File: src/rtl/regfile_wr_arbiter.sv
// Write-port arbiter for the X-Makina register file.
// Round-robin among REQUESTERS writeback sources sharing one byte-enabled
// write port, plus a PC-update port that is normally lowest priority but is
// forced through after PC_STARVE cycles of waiting. Outputs are registered
// and feed the register file's wren/wraddr/data/pcen/pc inputs directly.
module regfile_wr_arbiter #(
  parameter int WORD       = 16,
  parameter int REGISTERS  = 8,
  parameter int REQUESTERS = 3,
  parameter int PC_STARVE  = 4
) (
  input  logic                                      clk_i,
  input  logic                                      arst_i,
  input  logic [REQUESTERS-1:0]                     req_valid_i,
  output logic [REQUESTERS-1:0]                     req_ready_o,
  input  logic [REQUESTERS-1:0][WORD/8-1:0]         req_wren_i,
  input  logic [REQUESTERS-1:0][$clog2(REGISTERS)-1:0] req_addr_i,
  input  logic [REQUESTERS-1:0][WORD-1:0]           req_data_i,
  input  logic                                      pc_valid_i,
  output logic                                      pc_ready_o,
  input  logic [WORD-1:0]                           pc_i,
  output logic [WORD/8-1:0]                         wren_o,
  output logic [$clog2(REGISTERS)-1:0]              wraddr_o,
  output logic [WORD-1:0]                           data_o,
  output logic                                      pcen_o,
  output logic [WORD-1:0]                           pc_o,
  output logic [$clog2(REQUESTERS+1)-1:0]           grant_id_o
);

  localparam int BE = WORD / 8;
  localparam int AW = $clog2(REGISTERS);
  localparam int GW = $clog2(REQUESTERS + 1);
  localparam int RW = $clog2(REQUESTERS);
  localparam int SW = $clog2(PC_STARVE + 1);

  // (a + k) mod REQUESTERS, with k never exceeding REQUESTERS
  function automatic logic [RW-1:0] wrap_add(input logic [RW-1:0] a, input int k);
    int s;
    s = int'(a) + k;
    if (s >= REQUESTERS) s = s - REQUESTERS;
    return RW'(s);
  endfunction

  // arbitration state
  logic [RW-1:0]   rr_q, rr_d;
  logic [SW-1:0]   starve_q, starve_d;

  // registered outputs
  logic [BE-1:0]   wren_q, wren_d;
  logic [AW-1:0]   wraddr_q, wraddr_d;
  logic [WORD-1:0] data_q, data_d;
  logic            pcen_q, pcen_d;
  logic [WORD-1:0] pc_q, pc_d;
  logic [GW-1:0]   gid_q, gid_d;

  // arbitration results
  logic            forced;
  logic            found;
  logic [RW-1:0]   gnt_idx;
  logic            req_hs;
  logic            pc_hs;

  assign forced = (starve_q == SW'(PC_STARVE));

  // Round-robin search starting at rr: first valid requester wins
  always_comb begin
    found   = 1'b0;
    gnt_idx = '0;
    for (int k = 0; k < REQUESTERS; k++) begin
      if (!found && req_valid_i[wrap_add(rr_q, k)]) begin
        found   = 1'b1;
        gnt_idx = wrap_add(rr_q, k);
      end
    end
  end

  // Grants: a forced PC slot blocks all requesters; otherwise PC only
  // wins when no requester is asking. Nothing is granted while in reset so
  // no handshake can be lost to the output clear.
  always_comb begin
    req_ready_o = '0;
    if (!arst_i && !forced && found) req_ready_o[gnt_idx] = 1'b1;
    pc_ready_o = !arst_i && pc_valid_i && (forced || (req_valid_i == '0));
  end

  assign req_hs = |(req_valid_i & req_ready_o);
  assign pc_hs  = pc_valid_i && pc_ready_o;

  // Next-state: pointer, starvation counter and output register contents
  always_comb begin
    rr_d     = rr_q;
    starve_d = starve_q;
    wren_d   = '0;
    wraddr_d = wraddr_q;
    data_d   = data_q;
    pcen_d   = 1'b0;
    pc_d     = pc_q;
    gid_d    = GW'(REQUESTERS);

    if (req_hs) rr_d = wrap_add(gnt_idx, 1);

    if (!pc_valid_i || pc_hs)
      starve_d = '0;
    else if (!forced)
      starve_d = starve_q + SW'(1);

    if (req_hs) begin
      wren_d   = req_wren_i[gnt_idx];
      wraddr_d = req_addr_i[gnt_idx];
      data_d   = req_data_i[gnt_idx];
      gid_d    = GW'(gnt_idx);
    end else if (pc_hs) begin
      pcen_d   = 1'b1;
      pc_d     = pc_i;
    end
  end

  // State and output registers; reset discards any pending output
  always_ff @(posedge clk_i or posedge arst_i) begin
    if (arst_i) begin
      rr_q     <= '0;
      starve_q <= '0;
      wren_q   <= '0;
      wraddr_q <= '0;
      data_q   <= '0;
      pcen_q   <= 1'b0;
      pc_q     <= '0;
      gid_q    <= GW'(REQUESTERS);
    end else begin
      rr_q     <= rr_d;
      starve_q <= starve_d;
      wren_q   <= wren_d;
      wraddr_q <= wraddr_d;
      data_q   <= data_d;
      pcen_q   <= pcen_d;
      pc_q     <= pc_d;
      gid_q    <= gid_d;
    end
  end

  assign wren_o     = wren_q;
  assign wraddr_o   = wraddr_q;
  assign data_o     = data_q;
  assign pcen_o     = pcen_q;
  assign pc_o       = pc_q;
  assign grant_id_o = gid_q;

endmodule

File: config.mk
export PLATFORM = sky130hd
export DESIGN_NAME = regfile_wr_arbiter
export DESIGN_NICKNAME = d
export VERILOG_FILES = /design/src/rtl/regfile_wr_arbiter.sv
export SDC_FILE = /design/constraint.sdc
export NUM_CORES = 1
export LEC_CHECK = 0
export CAP_MARGIN = 20
export CORE_AREA = 2 2 71 73
export CTS_BUF_LIST = sky130_fd_sc_hd__clkbuf_16
export DETAILED_ROUTE_END_ITERATION = 12
export DIE_AREA = 0 0 73 75
export DONT_BUFFER_PORTS = 1
export PLACE_DENSITY = 0.71
export SLEW_MARGIN = 20
export SYNTH_ARGS = -nofsm -noshare
export SYNTH_HDL_FRONTEND = slang
export SYNTH_SLANG_ARGS = --single-unit
File: constraint.sdc
create_clock -name clk_i -period 3.5 [get_ports clk_i]
set_input_delay 0.35 -clock clk_i [delete_from_list [all_inputs] [get_ports clk_i]]
set_output_delay 0.35 -clock clk_i [all_outputs]
set_load 0.03 [all_outputs]
==> flow_summary.yaml <==
run:
  cap_violations: 0
floorplan:
  die_height_microns: 75
  die_width_microns: 73
  core_sq_mm: 0.00466
  io_pins: 129
  rows: 25
  die-area_sq_mm: 0.00548
  initial_core_util_pct: 54.2
worst_setup_path:
  cp_max_fo: 21
  worstReg2RegStart: "rr_q[1]$_DFFE_PP0P_"
  critPathSlowestCell: "or3_1"
  cp.required_ps: 3150
  critPathCaptureType: "output pin"
  reg2reg_to: "wren_o[1]$_DFF_PP0_"
  cp-start-kind: "flip-flop"
  crit_type: "flip-flop to output pin"
  critPathMaxStageDelay_ps: 440
  crit_path_cell_trace: "inv_1 > ha_2 > mux2i_1 > o21a_1 > a211oi_2 > or3_1 > buf_4 > nand2_4 > nor2_1 > buf_4"
  arrival_ps: 2910
  reg2reg_depth: 12
  cpMostUsedCell: "buf_4"
  rrSetupSlack_ps: 330
detailed_routing:
  wl_per_cell_microns: 17.4
  drt_iter0_markers: 127
  drtPass1Iterations: 4
  avgViaCountPerCell: 6.04
  drtAntennaViolNets: 0
  routed_wl_microns: 5530
  remaining_drc_errors: 0
  num_vias: 1922
timing:
  min_period_over_period_pct: 93.2
  slew_headroom_pct: 57.4
  setup_viol: 0
  period_minus_slack_ps: 3260
  maxSlewViolCount: 0
  rsz0062_at_grt: "false"
  layout_setup_ws_ps: 239
  tns_ps: 0
  fmax_ghz: 0.307
  worstMarginPinSlew_ps: 635
  fin_skew_ps: 4.57
  hold_viol: 0
yosys:
  yosysTopAreaCell: "dfrtp_1"
  yosys_warnings: 0
  synth_top_cell_area_share_pct: 42.6
  syn_area_sq_mm: 0.00253
  synth_area_per_cell_sq_um: 9.72
  synth_edf_count: 0
  yosys_most_used_dff: "dfrtp_1"
  syn_inst: 260
  synth_cell_type_count: 47
  yosysSeqAreaShare_pct: 44.7
  async_reset_ff_share_pct: 100
  synthesis.nets: 352
  synth_seq_cells: 45
  synthTopCellsByArea: "dfrtp_1, nand2_1, mux2i_1, o221ai_1, ha_1"
clocking:
  ctsHoldBuffers: 0
  path_clk_slew_ps: 60
  cts_root_buf: "clkbuf_16"
  clk_latency_ps: 280
  htreeDepth: 2
  cts_sinks: 45
  post_cts_resize_count: 0
  cts_setup_buffers: 0
  clock_path_buffers: 2
  cts_buffers: 5
  cts_tree: "built"
final_layout:
  nets: 355
  most-common-layout-cells: "nand2_1, dfrtp_1, mux2i_1"
  area_growth_pct: 10.5
  layout-drive-gt1-share_pct: 15.9
  final_common_cell: "nand2_1"
  antenna_cells: 0
place:
  pre_cts_slack_ps: 290
  dpl.hpwl_microns: 4010
  place.gp.congestion: 0.923
  io_buffers: 0
run_status:
  outcome: "finished, final reports clean"
global_routing:
  grt_antenna_before_repair: 0
  grt_pass1_vias: 1837
  grt_use_total_pct: 20.4
  grt_pass1_wl_microns: 8510
  grt_start_max_net_pins: 46
  overflow: 0
pwr:
  powerDensity_mw_per_mm2: 1120
  vdd.ir_drop.worst_mv: 0.608
  p_leak_nw: 1.35
worst_hold_path:
  hold_class: "input pin to async pin"
## state kept, by name, summed over array words and instances, names as in the netlist
signal	flops
wraddr_o	3
grant_id_o	2
wren_o	2
starve_q	3
data_o	16
rr_q	2
pc_o	16
pcen_o	1
## metal layers
metal  global-route usage (%)  up-vias  share of wire (%)  wire length, microns
met5                        0        -                  0                     0
li1                         -      906                  -                     -
met2                     33.1       92                 50                  2780
met4                     7.82        0                1.6                    89
met3                     7.36        6                8.1                   447
met1                     24.8      918                 40                  2220
## worst max-delay path: cells and delay by family, from the launching register on
family,cells,cell delay [ps]
multiplexers,1,310
flip-flops,1,410
AND/OR/NAND/NOR,3,730
adder cells (fa/ha/maj),1,280
buffers and inverters,3,480
AO/OA/AOI/OAI,2,400
## cell families after synthesis
kind of cell    Yosys count  share of synthesized area, %
fa+ha+maj                 7                          3.47
flops                    45                          44.7
xor+xnor                  1                         0.347
compound gates           39                          14.4
mux                      26                          11.0
buf+inv                  25                          5.89
simple gates            117                          20.2
## power by group
group	switching, mW	internal, mW
logic	0.739	0.565
clock network	0.190	0.407
registers	0.500	0.727
## Yosys cell counts, drive strengths merged (2+ instances only)
| master | n |
|---|---|
| inv | 10 |
| dfstp | 2 |
| a21oi | 7 |
| nand2 | 95 |
| mux2 | 2 |
| nor3b | 3 |
| o221ai | 19 |
| buf | 10 |
| nor2 | 4 |
| a211oi | 3 |
| clkbuf | 4 |
| nand3 | 2 |
| dfrtp | 43 |
| and2 | 2 |
| ha | 7 |
| mux2i | 24 |
## worst max-delay path by stage
stage	slack [ps]	to	startpoint
floorplan	390	rr_q[0]$_DFFE_PP0P_	rr_q[0]$_DFFE_PP0P_
global placement	380	data_o[5]$_DFFE_PP0P_	rr_q[0]$_DFFE_PP0P_
CTS	130	req_ready_o[1]	rr_q[1]$_DFFE_PP0P_
detailed placement	290	data_o[8]$_DFFE_PP0P_	rr_q[0]$_DFFE_PP0P_
global route	20	wren_o[1]$_DFF_PP0_	rr_q[1]$_DFFE_PP0P_
finish	240	req_ready_o[1]	rr_q[1]$_DFFE_PP0P_
## metrics by stage
stage / area, sq um / std cells / utilization [%] / total power, mW / hold WS (ps)
floorplan: 2530 / 260 / - / 2.29 / 455
global placement: 2580 / 310 / 55.5 / 2.51 / 425
detailed placement: 2580 / 310 / 55.5 / 2.53 / 431
CTS: 2780 / 318 / 59.5 / 3.14 / 127
global route: 2790 / 318 / 59.9 / 3.33 / 166
finish: 2790 / 318 / 59.9 / 3.13 / 95.2
## cell type report
type	count	area, sq um
multi-input cells	190	1280
repair buffers	10	75.1
clock buffers	5	125
well taps	54	67.6
inverters	11	46.3
fillers	382	1870
clock inverters	3	65.1
flip-flops and latches	45	1130
(Power assumes the default switching activity.)
